$ cat src/rtl/vga_timing_pkg.sv
// Shared timing constants, counter widths and decoder state encoding for the
// VGA sync decoder and its helpers.
package vga_timing_pkg;

  // Nominal 640x480@60 timing in pixel clocks / lines
  localparam int H_ACTIVE_DEF    = 640;
  localparam int H_TOTAL_DEF     = 800;
  localparam int V_ACTIVE_DEF    = 480;
  localparam int V_TOTAL_DEF     = 525;
  localparam int LOCK_FRAMES_DEF = 2;

  // Counter and datapath widths
  localparam int CNT_W   = 11;
  localparam int COORD_W = 10;
  localparam int PIX_W   = 8;
  localparam int SUM_W   = 16;
  localparam int GOOD_W  = 4;

  localparam logic [CNT_W-1:0] CNT_MAX = 11'h7FF;

  typedef enum logic [1:0] {
    SEARCH = 2'd0,
    ALIGN  = 2'd1,
    LOCKED = 2'd2
  } dec_state_t;

  // Saturating increment used by every timing counter
  function automatic logic [CNT_W-1:0] sat_inc(input logic [CNT_W-1:0] v);
    logic [CNT_W-1:0] r;
    if (v == CNT_MAX) begin
      r = v;
    end else begin
      r = v + 11'd1;
    end
    return r;
  endfunction

endpackage

$ cat src/rtl/sync_edge_det.sv
// Registers one sync/blank input (stage 0) and flags rising/falling edges
// between the stage-0 value and its previous value.
module sync_edge_det (
  input  logic clk,
  input  logic reset,
  input  logic i_d,
  output logic o_q,
  output logic o_rise,
  output logic o_fall
);

  logic r_q;
  logic r_q_d;

  // Stage-0 capture plus one-cycle history for edge detection
  always_ff @(posedge clk) begin
    if (reset) begin
      r_q   <= 1'b0;
      r_q_d <= 1'b0;
    end else begin
      r_q   <= i_d;
      r_q_d <= r_q;
    end
  end

  assign o_q    = r_q;
  assign o_rise = r_q & ~r_q_d;
  assign o_fall = ~r_q & r_q_d;

endmodule

$ cat src/rtl/vga_sync_decoder.sv
// VGA receive-side decoder: recovers x/y coordinates from hsync/vsync/blank_n,
// verifies every frame against nominal timing and declares lock after
// LOCK_FRAMES consecutive good frames.
// Optional per-frame pixel checksum enabled by defining VGA_DEC_CHECKSUM_EN;
// without it frame_sum is tied to zero.
module vga_sync_decoder
  import vga_timing_pkg::*;
#(
  parameter int H_ACTIVE    = H_ACTIVE_DEF,
  parameter int H_TOTAL     = H_TOTAL_DEF,
  parameter int V_ACTIVE    = V_ACTIVE_DEF,
  parameter int V_TOTAL     = V_TOTAL_DEF,
  parameter int LOCK_FRAMES = LOCK_FRAMES_DEF
) (
  input  logic        clk,
  input  logic        reset,
  input  logic        hsync,
  input  logic        vsync,
  input  logic        blank_n,
  input  logic [7:0]  pixel_in,
  output logic [7:0]  pixel_out,
  output logic        pixel_valid,
  output logic [9:0]  x,
  output logic [9:0]  y,
  output logic        sof,
  output logic        locked,
  output logic        frame_err,
  output logic [15:0] frame_sum
);

  localparam logic [CNT_W-1:0]   H_TOTAL_C  = CNT_W'(H_TOTAL);
  localparam logic [CNT_W-1:0]   H_ACTIVE_C = CNT_W'(H_ACTIVE);
  localparam logic [CNT_W-1:0]   V_TOTAL_C  = CNT_W'(V_TOTAL);
  localparam logic [CNT_W-1:0]   V_ACTIVE_C = CNT_W'(V_ACTIVE);
  localparam logic [CNT_W-1:0]   Y_LAST_C   = CNT_W'(V_ACTIVE - 1);
  localparam logic [COORD_W-1:0] X_MAX      = COORD_W'(H_ACTIVE - 1);
  localparam logic [COORD_W-1:0] Y_MAX      = COORD_W'(V_ACTIVE - 1);
  localparam logic [GOOD_W-1:0]  LOCK_C     = GOOD_W'(LOCK_FRAMES);

  // Stage 0: sync/blank registers and edge pulses
  logic w_hs_q, w_hs_rise, w_hs_fall;
  logic w_vs_q, w_vs_rise, w_vs_fall;
  logic w_bn_q, w_bn_rise, w_bn_fall;
  logic [PIX_W-1:0] r_pix0;

  sync_edge_det u_hs_det (
    .clk    (clk),
    .reset  (reset),
    .i_d    (hsync),
    .o_q    (w_hs_q),
    .o_rise (w_hs_rise),
    .o_fall (w_hs_fall)
  );

  sync_edge_det u_vs_det (
    .clk    (clk),
    .reset  (reset),
    .i_d    (vsync),
    .o_q    (w_vs_q),
    .o_rise (w_vs_rise),
    .o_fall (w_vs_fall)
  );

  sync_edge_det u_bn_det (
    .clk    (clk),
    .reset  (reset),
    .i_d    (blank_n),
    .o_q    (w_bn_q),
    .o_rise (w_bn_rise),
    .o_fall (w_bn_fall)
  );

  // Sync levels and rising edges are not needed; only falls and blank level matter
  logic w_unused_ok;
  assign w_unused_ok = &{1'b0, w_hs_q, w_hs_rise, w_vs_q, w_vs_rise};

  // Stage-0 pixel register, aligned with the sync registers above
  always_ff @(posedge clk) begin
    if (reset) begin
      r_pix0 <= 8'd0;
    end else begin
      r_pix0 <= pixel_in;
    end
  end

  // Timing counters and sticky line error
  logic [CNT_W-1:0]   r_clk_cnt, r_line_cnt, r_act_lines;
  logic [COORD_W-1:0] r_x_cnt;
  logic               r_h_bad;

  logic [CNT_W-1:0]   w_clk_cnt_nxt, w_line_nxt, w_act_nxt;
  logic [COORD_W-1:0] w_x_nxt, w_y_nxt;
  logic               w_h_bad_nxt, w_line_err, w_frame_ok;

  // Next values of line/pixel/frame counters; events of a vsync-fall cycle
  // belong to the new frame
  always_comb begin
    w_line_err    = 1'b0;
    w_clk_cnt_nxt = r_clk_cnt;
    w_x_nxt       = r_x_cnt;
    w_line_nxt    = r_line_cnt;
    w_act_nxt     = r_act_lines;
    w_h_bad_nxt   = r_h_bad;

    if (w_hs_fall) begin
      if (r_clk_cnt != H_TOTAL_C) begin
        w_line_err = 1'b1;
      end else begin
        w_line_err = w_line_err;
      end
      w_clk_cnt_nxt = 11'd1;
    end else begin
      w_clk_cnt_nxt = sat_inc(r_clk_cnt);
    end

    if (w_bn_rise) begin
      w_x_nxt = 10'd0;
    end else if (w_bn_q) begin
      if (r_x_cnt >= X_MAX) begin
        w_x_nxt    = X_MAX;
        w_line_err = 1'b1;
      end else begin
        w_x_nxt = r_x_cnt + 10'd1;
      end
    end else begin
      w_x_nxt = r_x_cnt;
    end

    // r_x_cnt holds the index of the last active pixel, so count is +1
    if (w_bn_fall && (({1'b0, r_x_cnt} + 11'd1) != H_ACTIVE_C)) begin
      w_line_err = 1'b1;
    end else begin
      w_line_err = w_line_err;
    end

    if (w_vs_fall) begin
      w_line_nxt  = w_hs_fall ? 11'd1 : 11'd0;
      w_act_nxt   = w_bn_fall ? 11'd1 : 11'd0;
      w_h_bad_nxt = w_line_err;
    end else begin
      w_line_nxt  = w_hs_fall ? sat_inc(r_line_cnt) : r_line_cnt;
      w_act_nxt   = w_bn_fall ? sat_inc(r_act_lines) : r_act_lines;
      w_h_bad_nxt = r_h_bad | w_line_err;
    end

    if (r_act_lines >= Y_LAST_C) begin
      w_y_nxt = Y_MAX;
    end else begin
      w_y_nxt = r_act_lines[COORD_W-1:0];
    end

    w_frame_ok = !r_h_bad && (r_line_cnt == V_TOTAL_C) && (r_act_lines == V_ACTIVE_C);
  end

  // Counter state registers
  always_ff @(posedge clk) begin
    if (reset) begin
      r_clk_cnt   <= 11'd0;
      r_line_cnt  <= 11'd0;
      r_act_lines <= 11'd0;
      r_x_cnt     <= 10'd0;
      r_h_bad     <= 1'b0;
    end else begin
      r_clk_cnt   <= w_clk_cnt_nxt;
      r_line_cnt  <= w_line_nxt;
      r_act_lines <= w_act_nxt;
      r_x_cnt     <= w_x_nxt;
      r_h_bad     <= w_h_bad_nxt;
    end
  end

  // Lock state machine
  dec_state_t        r_state, w_state_nxt;
  logic [GOOD_W-1:0] r_good, w_good_nxt;
  logic              w_err;

  // State register
  always_ff @(posedge clk) begin
    if (reset) begin
      r_state <= SEARCH;
      r_good  <= 4'd0;
    end else begin
      r_state <= w_state_nxt;
      r_good  <= w_good_nxt;
    end
  end

  // Next-state: the first frame after SEARCH is measurement only
  always_comb begin
    w_state_nxt = r_state;
    w_good_nxt  = r_good;
    w_err       = 1'b0;
    case (r_state)
      SEARCH: begin
        if (w_vs_fall) begin
          w_state_nxt = ALIGN;
          w_good_nxt  = 4'd0;
        end else begin
          w_state_nxt = SEARCH;
        end
      end
      ALIGN: begin
        if (w_vs_fall) begin
          if (w_frame_ok) begin
            w_good_nxt = r_good + 4'd1;
            if ((r_good + 4'd1) >= LOCK_C) begin
              w_state_nxt = LOCKED;
            end else begin
              w_state_nxt = ALIGN;
            end
          end else begin
            w_err       = 1'b1;
            w_good_nxt  = 4'd0;
            w_state_nxt = ALIGN;
          end
        end else begin
          w_state_nxt = ALIGN;
        end
      end
      LOCKED: begin
        if (w_vs_fall && !w_frame_ok) begin
          w_err       = 1'b1;
          w_good_nxt  = 4'd0;
          w_state_nxt = SEARCH;
        end else begin
          w_state_nxt = LOCKED;
        end
      end
      default: begin
        w_state_nxt = SEARCH;
        w_good_nxt  = 4'd0;
      end
    endcase
  end

  // Stage 1: all outputs registered; lock follows the post-edge state so
  // locked/pixel_valid fall on the same edge as frame_err
  logic [PIX_W-1:0]   r_pixel_out;
  logic               r_pixel_valid, r_sof, r_locked, r_frame_err;
  logic [COORD_W-1:0] r_x, r_y;
  logic               w_locked_nxt, w_valid_nxt;

  assign w_locked_nxt = (w_state_nxt == LOCKED);
  assign w_valid_nxt  = w_bn_q && w_locked_nxt;

  // Output stage register
  always_ff @(posedge clk) begin
    if (reset) begin
      r_pixel_out   <= 8'd0;
      r_pixel_valid <= 1'b0;
      r_x           <= 10'd0;
      r_y           <= 10'd0;
      r_sof         <= 1'b0;
      r_locked      <= 1'b0;
      r_frame_err   <= 1'b0;
    end else begin
      r_pixel_out   <= r_pix0;
      r_pixel_valid <= w_valid_nxt;
      r_x           <= w_x_nxt;
      r_y           <= w_y_nxt;
      r_sof         <= w_valid_nxt && (w_x_nxt == 10'd0) && (w_y_nxt == 10'd0);
      r_locked      <= w_locked_nxt;
      r_frame_err   <= w_err;
    end
  end

  assign pixel_out   = r_pixel_out;
  assign pixel_valid = r_pixel_valid;
  assign x           = r_x;
  assign y           = r_y;
  assign sof         = r_sof;
  assign locked      = r_locked;
  assign frame_err   = r_frame_err;

`ifdef VGA_DEC_CHECKSUM_EN
  logic [SUM_W-1:0] r_acc, r_frame_sum, w_acc_total;

  assign w_acc_total = r_acc + (r_pixel_valid ? {8'd0, r_pixel_out} : 16'd0);

  // Modular per-frame accumulator, published and cleared at each vsync fall
  always_ff @(posedge clk) begin
    if (reset) begin
      r_acc       <= 16'd0;
      r_frame_sum <= 16'd0;
    end else if (w_vs_fall) begin
      r_acc       <= 16'd0;
      r_frame_sum <= w_acc_total;
    end else begin
      r_acc       <= w_acc_total;
      r_frame_sum <= r_frame_sum;
    end
  end

  assign frame_sum = r_frame_sum;
`else
  assign frame_sum = 16'd0;
`endif

endmodule

$ cat config.mk
export PLATFORM = sky130hd
export DESIGN_NAME = vga_sync_decoder
export DESIGN_NICKNAME = d
export VERILOG_FILES = /design/src/rtl/vga_timing_pkg.sv /design/src/rtl/sync_edge_det.sv /design/src/rtl/vga_sync_decoder.sv
export SDC_FILE = /design/constraint.sdc
export NUM_CORES = 1
export LEC_CHECK = 0
export ABC_AREA = 1
export CORE_MARGIN = 3
export CORE_UTILIZATION = 49
export DETAILED_ROUTE_END_ITERATION = 8
export PLACE_DENSITY = 0.88
export SLEW_MARGIN = 20
export SYNTH_ARGS = -nofsm -noshare
export SYNTH_HDL_FRONTEND = slang
export SYNTH_SLANG_ARGS = --single-unit
export TNS_END_PERCENT = 50
$ cat constraint.sdc
create_clock -name clk -period 1.6 [get_ports clk]
set_input_delay 0.32 -clock clk [delete_from_list [all_inputs] [get_ports clk]]
set_output_delay 0.32 -clock clk [all_outputs]
set_load 0.05 [all_outputs]
Word-level counts from Yosys, hierarchy flattened
Index checks and enable logic that the tools add are counted.
Word-level totals
  RAM bits: 0
  output and inout port bits: 48
  input bits: 13
  ROM bits: 0
  register bits: 86
  memories kept: 0
  latch bits: 0
  word-level logic and storage cells: 109
Operators by class
  div/mod/pow operators: 0
  bitwise operators: 9
  equal/unequal tests: 16
  add/subtract/negate cells: 6
  reductions and logical operators: 18
  shifts and indexed selects: 0
  $mul: 0
  magnitude comparators: 3
  multiplexer cells: 36
Operators by type and width (number)
  $mux W11: 6
  $mux W10: 4
  $add A11 B1 Y11 const B: 3
  $eq A11 B11 Y1 const B: 3
  $ne A11 B10 Y1 const B: 2
  $logic_not A10 Y1: 2
  $mux W4: 4
  $mux W1: 15
  $ne A2 B2 Y1 const B: 6
  $pmux W4 S3: 1
  $add A10 B1 Y11 const B: 1
  $eq A11 B10 Y1 const B: 1
  $eq A11 B9 Y1 const B: 1
  $ge A11 B9 Y1 const B: 1
  $add A10 B1 Y10 const B: 1
  $ge A10 B10 Y1 const B: 1
  $mux W2: 4
  $logic_and A1 B1 Y1: 7
  $pmux W2 S3: 1
  $add A4 B1 Y4 const B: 1
  $and A1 B1 Y1: 4
  $eq A2 B2 Y1 const B: 2
  $ge A4 B2 Y1 const B: 1
  $not A1 Y1: 4
  other kinds (9): 12

Longest topological paths before layout
Gate-level depths: netlist of run 1.
  word-level depth: 11
  depth in mapped cells: 13
  gate-level depth less buffers: 13

Modules after synthesis
A second synthesis of run 1 with hierarchy kept.
Second synthesis, totals
  cell total of the unflattened synthesis: 611
  area, all modules: 4240.3 sq um
By module, submodules not included
  vga_sync_decoder: times used 1, sequential area each 1601.5 sq um, cells an instance 584, area each 4041.4 sq um
  sync_edge_det: times used 3, sequential area each 40.0 sq um, cells an instance 9, area each 66.3 sq um

Worst setup path before layout of run 1
OpenSTA, ideal clock, no wires.
  kind: register -> register
  start point: register, netlist name x[1]
  end point: register r_sof, in the netlist sof
  arrival time: 1.865 ns
  data required time: 1.536 ns
  path slack: -0.329 ns
  library setup time: 0.064 ns
  clock period less this slack: 1.929 ns
  path buffers: 0
  stages on the path, launching flop included: 12
  path through: dfxtp_1 ha_1 nand2_1 nor2_1 nand2_1 nand2_1 nand4_1 a21oi_1 nand2_1 nor2_1 nand2_1 nor2_1
RTL lines
  to (signal assigned): line vga_sync_decoder.sv:261  | r_sof <= w_valid_nxt && (w_x_nxt == 10'd0) && (w_y_nxt == 10'd0);
  to (decl): line vga_sync_decoder.sv:239  | logic r_pixel_valid, r_sof, r_locked, r_frame_err;

Final worst setup path of run 1
  start point: register r_act_lines[1]
  end point: register r_act_lines[4]
Between the ends
  longest elaborated chain between the ends: 4
  elaborated cells between the ends (all ways): 7
  classes of those cells: add/sub: 1; eq/ne: 2; mux: 3; reduce/logical: 1
RTL lines
  from (decl): line vga_sync_decoder.sv:87  | logic [CNT_W-1:0] r_clk_cnt, r_line_cnt, r_act_lines;
  from (signal assigned): line vga_sync_decoder.sv:166  | r_act_lines <= w_act_nxt;
  $add A11 B1 Y11: line vga_timing_pkg.sv:33  | r = v + 11'd1;
  $mux W11: line vga_timing_pkg.sv:30  | if (v == CNT_MAX) begin
  $mux W11: line vga_sync_decoder.sv:142  | w_act_nxt = w_bn_fall ? sat_inc(r_act_lines) : r_act_lines;
  $mux W11: line vga_sync_decoder.sv:136  | if (w_vs_fall) begin
Parallel ways exist; a longest one is shown, timed or not. The select of a mux whose other input is x is not followed.
A chain may end at the register's enable or synchronous reset.

==> results of run 1 <==
[worst max path at each step]
stage                                         to  slack [ps]  cells past startpoint
floorplan                         sof$_SDFF_PP0_           8                     11
detailed placement  r_act_lines[10]$_SDFFE_PP0P_        -150                     12
CTS                            locked$_SDFF_PP0_         -80                     12
finish               r_act_lines[4]$_SDFFE_PP0P_         -80                     11
global route                      sof$_SDFF_PP0_        -180                     10
global placement    r_act_lines[10]$_SDFFE_PP0P_         -90                     12
[area by class of cell]
cell class / count / share of cell area (%)
clock buffers: 9 / 2.20
inverters: 107 / 7.30
multi-input cells: 407 / 41.2
well taps: 105 / 2.33
clock inverters: 7 / 1.33
flip-flops and latches: 86 / 31.3
repair buffers: 95 / 14.4
[sequential cells by signal (all words and copies together) (netlist names), 2 cells and up]
register,count
x,10
r_line_cnt,11
r_act_lines,11
r_state,2
y,10
r_clk_cnt,11
r_good,4
pixel_out,8
r_pix0,8
[power by group through the flow]
stage               Clock, mW  Combinational, mW  Sequential [mW]
floorplan                   0              0.338             2.36
finish                   1.56              0.650             2.25
CTS                      1.57              0.579             2.24
global placement            0              0.542             2.29
global route             1.66              0.697             2.25
detailed placement          0              0.560             2.29
[repair_timing]
action,4_1_cts,5_1_grt
hold buffers,0,0
endpoints found under the hold margin,0,0
pin swaps,10,32
resized for setup,23,94
setup endpoints to repair,24,45
buffers inserted,9,8
[metal layers]
layer  wire length [um]  GRT usage (%)  part of all wire (%)  vias up
li1                   -              -                     -     2062
met1               4590           26.8                    39     1960
met2               5900           36.6                    51      238
met3                911           4.39                   7.8       29
met4                251           7.35                   2.2        0
met5                  0              0                     0        -
[critical path: cells and delay by family, from the launching register on]
family / cells / cell delay, ps
fa+ha+maj: 1 / 170
flops: 1 / 390
compound gates: 2 / 260
simple gates: 8 / 710
[cells by family (layout without fill, tap and decap cells)]
family / after synthesis / in the layout
buffers and inverters: 132 / 218
AOI/OAI and AO/OA: 76 / 76
and+or+nand+nor: 289 / 289
xor gates and xnor gates: 12 / 12
DFF: 86 / 86
adders and majority gates: 13 / 13
other: 1 / 17
[metrics by stage]
| step | util, % | setup slack, ps | cell area, sq um | total power, mW | hold slack (ps) |
|---|---|---|---|---|---|
| 6_report | 68.3 | -75.1 | 5640 | 4.46 | 412 |
| 5_1_grt | 68.3 | -179 | 5640 | 4.62 | 439 |
| 4_1_cts | 63.7 | -80.5 | 5260 | 4.39 | 417 |
| 3_5_place_dp | 59.7 | -153 | 4930 | 2.85 | 397 |
| 3_3_place_gp | 59.7 | -86.2 | 4930 | 2.83 | 391 |
| 2_1_floorplan | - | 8.25 | 4270 | 2.69 | 388 |
[synth_stat cells (all sizes together)]
cell type,number
nor2,116
nand2,108
inv,104
dfxtp,86
o21ai,35
a21oi,33
nand3,32
buf,19
nand4,17
ha,13
nor3,13
xor2,9
clkbuf,6
clkinv,3
xnor2,3
a31oi,2
a211oi,1
a21boi,1
and2,1
conb,1
nand3b,1
nor4,1
o211ai,1
o21bai,1
o22ai,1
o311a,1
==> key figures, run 1 <==
Power
  • Int Power: 3.04 mW
  • Sw frac: 31.8%
  • Peak supply drop: 765 uV
  • Seq pwr share: about half
  • PwrDens: 791 nW/um^2
  • P_sw: 1.42 mW
  • Combinational share of power: 14.6%
  • Clk pwr share: between 30% and 40%
  • Leakage power: 2.60 nW

Setup path
  • Max incr delay on CP: 390 ps
  • Critical Path RT: 1860 ps
  • CP startpoint: r_act_lines[1]$_SDFFE_PP0P_
  • Setup CP Type: reg2reg
  • Critical path's slowest cell: dfxtp_4
  • Crit path capture type: register
  • Crit path max fanout: 3
  • R2R setup slack: -80 ps
  • Critical Path, Cell by Cell: ha_4, nand2_4, nor2_4, nand2_2, nor2_4, nand3_2, nand2_4, nor2_1, nand2_1, o21ai_0, a21oi_1
  • R2R cell count: 11
  • Crit path arrival time: 1930 ps
  • Setup crit start kind: register
  • Worst R2R Start: r_act_lines[1]$_SDFFE_PP0P_
  • RR Endpoint: r_act_lines[4]$_SDFFE_PP0P_

Detailed routing
  • Via density: 5.26
  • DR iter-0 viols: 310
  • Drt total wl: 11700 um
  • # DRC: 0
  • Vias: 4289
  • Drt wl/cell: 14.3 um
  • DRT Pass-1 Iters: 7
  • Final antenna-violating net count: 0

Outcome
  • Failing checks: negative setup slack
  • Status: finished, violations left

Synth
  • Adder-Cell Fraction of Synth Area: 3.88%
  • YS warnings: 0
  • Count of cell types in the netlist: 36
  • Sequential area share after synthesis: between 40% and 50%
  • Simple-gate share of the synthesized area: 29.1%
  • Gate Count Post-Synth: 609
  • Mux cell area share after synthesis: 0%
  • Synth area leaders: dfxtp_1 41%, nor2_1 10%, nand2_1 9.6%, inv_1 8.6%, ha_1 3.9%
  • Largest family of logic cells by synthesized area: simple AND/OR/NAND/NOR gates
  • Xor and xnor area share after synthesis: roughly 2.5%
  • Avg Synthesized Cell Area: 6.88 sq um
  • Share of the synthesized area in the top cell type: 41.1%
  • Biggest area consumer among synthesized cells: dfxtp_1
  • Register bit total from synthesis: 86
  • Synth Area in Compound Gates: 9.97%
  • Netlist Area Pre-Place: around 4200 sq um

Finish
  • Antenna fix cells: 0
  • Register area: 1760 sq um
  • Most frequent cells in the layout: 98 x nor2_1, 90 x nand2_1, 89 x inv_1, 77 x buf_4, 70 x dfxtp_1
  • # fillers: 630
  • Commonest non-fill, non-tap cell in the layout: nor2_1
  • Area growth syn-to-layout: 34.6%
  • Non-Filler Instances: 816
  • Nets: 732
  • Layout cells sized above 1: 27.7%
  • Multi-input gate area: 2320 sq um

Clock tree
  • Num CTS Buffers: 9
  • Clock transition at the registers of the reported paths: 120 ps
  • Clock Latency Late Sink: between 300 and 400 ps
  • H-tree Lvls: 3
  • CTS tree: yes
  • Clock root cell: clkbuf_8
  • CTS max path bufs: 2
  • Sink Count: between 80 and 90

STA
  • RSZ-0062 raised after global routing: true
  • Final Setup Violations: 7
  • Layout Skew: 25.7 ps
  • Max Slew Vio Count: 0
  • Post-Route Setup TNS: -301 ps
  • Fmax: between 500 and 600 MHz
  • Final setup margin: -75.1 ps
  • Final period util: 105%
  • Final min period: 1680 ps
  • Hold Vio Cnt, Final: 0

GRT
  • Grt total ovfl: 0
  • Initial antenna violation count: 0
  • Global-route wire length before repair: 17100 um
  • Number of global-route vias before repair: 3824
  • All-Layer GR Usage: 21.4%
  • Largest net degree at the start of global routing: 37

Placed design
  • PortBufs: 44
  • Placed cells: 784
  • Placer Congestion: 0.960
  • Post-DP HPWL: 7280 um

Die
  • Number of I/O pins: 61
  • CORE AREA: 8260 sq um
  • Std cell rows: 33
  • Chip Width: 98.5 um
  • Die area: 9700 sq um
  • Die height: roughly 98 um
  • Initial Utilization: 50.7%

Worst hold path
  • Hold Crit Endpoint: pixel_out[2]$_SDFF_PP0_
  • Hold depth: 2
  • Hold Path Class: reg2reg
  • Hold path start: r_pix0[2]$_SDFF_PP0_

Run
  • Number of max-cap violations: 0
Note: power is estimated with default switching activity, not from simulation.
==> inputs of run 2 (changes only) <==
- MAX_ROUTING_LAYER: unset -> met4
- TNS_END_PERCENT: 50 -> 100
==> run 2 against run 1 <==
- the run still ends with negative setup slack left
- sequential power about the same
- wire length decreased by 9.2%
- sequential share of layout area increased by 0.077 points
- total power shrank 1.3%
- flip-flop and latch count is the same
- final area shrank 0.60%
- setup slack got worse by 12 ps
- critical path depth unchanged
- utilization down 0.41 points
- critical endpoint is now r_act_lines[10]$_SDFFE_PP0P_
- largest power group unchanged
- highest routed layer unchanged
==> key figures, run 2 (synthesis gave the netlist of run 1 again) <==
Worst hold path
  • Hold Path Class: reg2reg (unchanged)

GRT
  • Largest net degree at the start of global routing: 37 (unchanged)
  • All-Layer GR Usage: 21.3% (was 21.4%)
  • Global-route wire length before repair: 16600 um (was 17100 um)
  • Number of global-route vias before repair: 3698 (was 3824)
  • Grt total ovfl: 0 (unchanged)
  • Initial antenna violation count: 0 (unchanged)

Detailed routing
  • Final antenna-violating net count: 0 (unchanged)
  • Vias: 4153 (was 4289)
  • DR iter-0 viols: 327 (was 310)
  • # DRC: 0 (unchanged)
  • Drt wl/cell: 13.0 um (was 14.3 um)
  • Via density: 5.10 (was 5.26)
  • Drt total wl: 10600 um (was 11700 um)
  • DRT Pass-1 Iters: 5 (was 7)

Power
  • Leakage power: 2.60 nW (about the same)
  • Peak supply drop: 751 uV (was 765 uV)
  • Pwr Total: 4.40 mW (was 4.46 mW)
  • PwrDens: 785 nW/um^2 (was 791 nW/um^2)

Clock tree
  • Sink Count: 86 (unchanged)
  • CTS max path bufs: 2 (unchanged)
  • Clock root cell: clkbuf_8 (unchanged)
  • CTS tree: yes (unchanged)
  • Clock Latency Late Sink: 370 ps (was 390 ps)
  • H-tree Lvls: 3 (unchanged)
  • Num CTS Buffers: 9 (unchanged)
  • Clock transition at the registers of the reported paths: 100 ps (was 120 ps)

Placed design
  • Placed cells: 784 (unchanged)
  • Placer Congestion: 0.985 (was 0.960)
  • PortBufs: 44 (unchanged)
  • Post-DP HPWL: 7300 um (was 7280 um)

Run
  • Number of max-cap violations: 0 (unchanged)

Setup path
  • Critical Path RT: 1870 ps (was 1860 ps)
  • R2R setup slack: -90 ps (was -80 ps)
  • Crit path max fanout: 5 (was 3)
  • CP endpoint: r_act_lines[10]$_SDFFE_PP0P_ (was r_act_lines[4]$_SDFFE_PP0P_)
  • Setup crit start kind: register (unchanged)
  • Crit path arrival time: 1960 ps (was 1930 ps)
  • Crit path capture type: register (unchanged)
  • CP startpoint: r_act_lines[3]$_SDFFE_PP0P_ (was r_act_lines[1]$_SDFFE_PP0P_)
  • Worst R2R Start: r_act_lines[3]$_SDFFE_PP0P_ (was r_act_lines[1]$_SDFFE_PP0P_)
  • R2R cell count: 11 (unchanged)
  • Setup CP Type: reg2reg (unchanged)
  • RR Endpoint: r_act_lines[10]$_SDFFE_PP0P_ (was r_act_lines[4]$_SDFFE_PP0P_)

STA
  • Fmax: 593 MHz (was 597 MHz)
  • Final Hold Slack: 408 ps (was 412 ps)
  • Final setup margin: -86.8 ps (was -75.1 ps)
  • Max Slew Vio Count: 0 (unchanged)
  • Final period util: 105% (about the same)
  • Final min period: 1690 ps (was 1680 ps)
  • Final Setup Violations: 12 (was 7)
  • Layout Skew: 9.37 ps (was 25.7 ps)
  • RSZ-0062 raised after global routing: true (unchanged)
  • Hold Vio Cnt, Final: 0 (unchanged)

Die
  • Number of I/O pins: 61 (unchanged)
  • CORE AREA: 8260 sq um (unchanged)
  • Initial Utilization: 50.7% (unchanged)
  • Die area: 9700 sq um (unchanged)
  • Die height: 98.5 um (unchanged)
  • Chip Width: 98.5 um (unchanged)
  • Std cell rows: 33 (unchanged)

Finish
  • Layout cells sized above 1: 27.1% (was 27.7%)
  • Most frequent cells in the layout: 99 x nor2_1, 91 x inv_1, 91 x nand2_1, 75 x buf_4, 71 x dfxtp_1 (was 98 x nor2_1, 90 x nand2_1, 89 x inv_1, 77 x buf_4, 70 x dfxtp_1)
  • Nets: 730 (was 732)
  • Area growth syn-to-layout: 33.8% (was 34.6%)
  • # fillers: 626 (was 630)
  • Antenna fix cells: 0 (unchanged)
  • Top flop regs: r_act_lines x11, r_clk_cnt x11, r_line_cnt x11 (unchanged)
  • Non-Filler Instances: 814 (was 816)
  • Commonest non-fill, non-tap cell in the layout: nor2_1 (unchanged)
  • Multi-input gate area: 2310 sq um (was 2320 sq um)
  • Register area: 1760 sq um (about the same)

Outcome
  • Status: finished, violations left (unchanged)
  • Failing checks: negative setup slack (unchanged)
run 2: timing repair:
action / CTS / global route
endpoints found under the setup margin: 17 / 48
gates resized for setup: 19 / 88
hold buffers: 0 / 0
pin swaps: 8 / 24
setup buffers: 7 / 7
run 2: layer usage:
| layer | track usage (%) | share of wire, % |
|---|---|---|
| met4 | 6.20 | 1.9 |
| met1 | 27.0 | 42 |
| met5 | - | 0 |
| met3 | 4.32 | 6.5 |
| met2 | 34.5 | 50 |
run 2: cell type report:
type	instances	share of cell area (%)
multi-input combinational	407	41.3
sequential	86	31.4
timing repair buffer	93	14.2
inverter	107	7.30
tap	105	2.34
clock buffer	9	2.21
clock inverter	7	1.34
run 2: worst min-delay path by stage:
stage	from	end	slack, ps	cells past startpoint
after floorplan	r_pix0[0]$_SDFF_PP0_	pixel_out[0]$_SDFF_PP0_	390	2
after global placement	r_pix0[6]$_SDFF_PP0_	pixel_out[6]$_SDFF_PP0_	390	2
after detailed placement	r_pix0[2]$_SDFF_PP0_	pixel_out[2]$_SDFF_PP0_	390	2
after CTS	r_pix0[2]$_SDFF_PP0_	pixel_out[2]$_SDFF_PP0_	410	2
after global routing	r_pix0[6]$_SDFF_PP0_	pixel_out[6]$_SDFF_PP0_	440	2
final	r_pix0[2]$_SDFF_PP0_	pixel_out[2]$_SDFF_PP0_	410	2
run 2: stage by stage:
step	setup slack (ps)	util (%)	area (sq um)	setup TNS, ps
4_1_cts	-60.0	63.3	5230	-84.1
3_3_place_gp	-42.0	59.7	4930	-50.0
6_report	-86.8	67.9	5610	-366
2_1_floorplan	8.25	-	4270	0
5_1_grt	-169	67.9	5610	-1820
3_5_place_dp	-132	59.7	4930	-950
run 2: where the power goes:
group          internal [mW]  total (mW)  leakage [nW]  switching [mW]
Combinational          0.227       0.634          1.79           0.408
Clock                  0.615        1.52        0.0981           0.906
Sequential              2.20        2.25         0.709          0.0515
Total                   3.04        4.40          2.60            1.36
run 2: worst max-delay path, stage by stage, from the launching register on:
cell     delay (ps)
dfxtp_1         430
nand2_1         200
nor2_4          150
nand2_2          80
nor2_2          140
nand3_1         100
nand2_2         140
inv_4            90
nand3_4          80
nor2_1           50
nor2_1          100
nor2_1           50
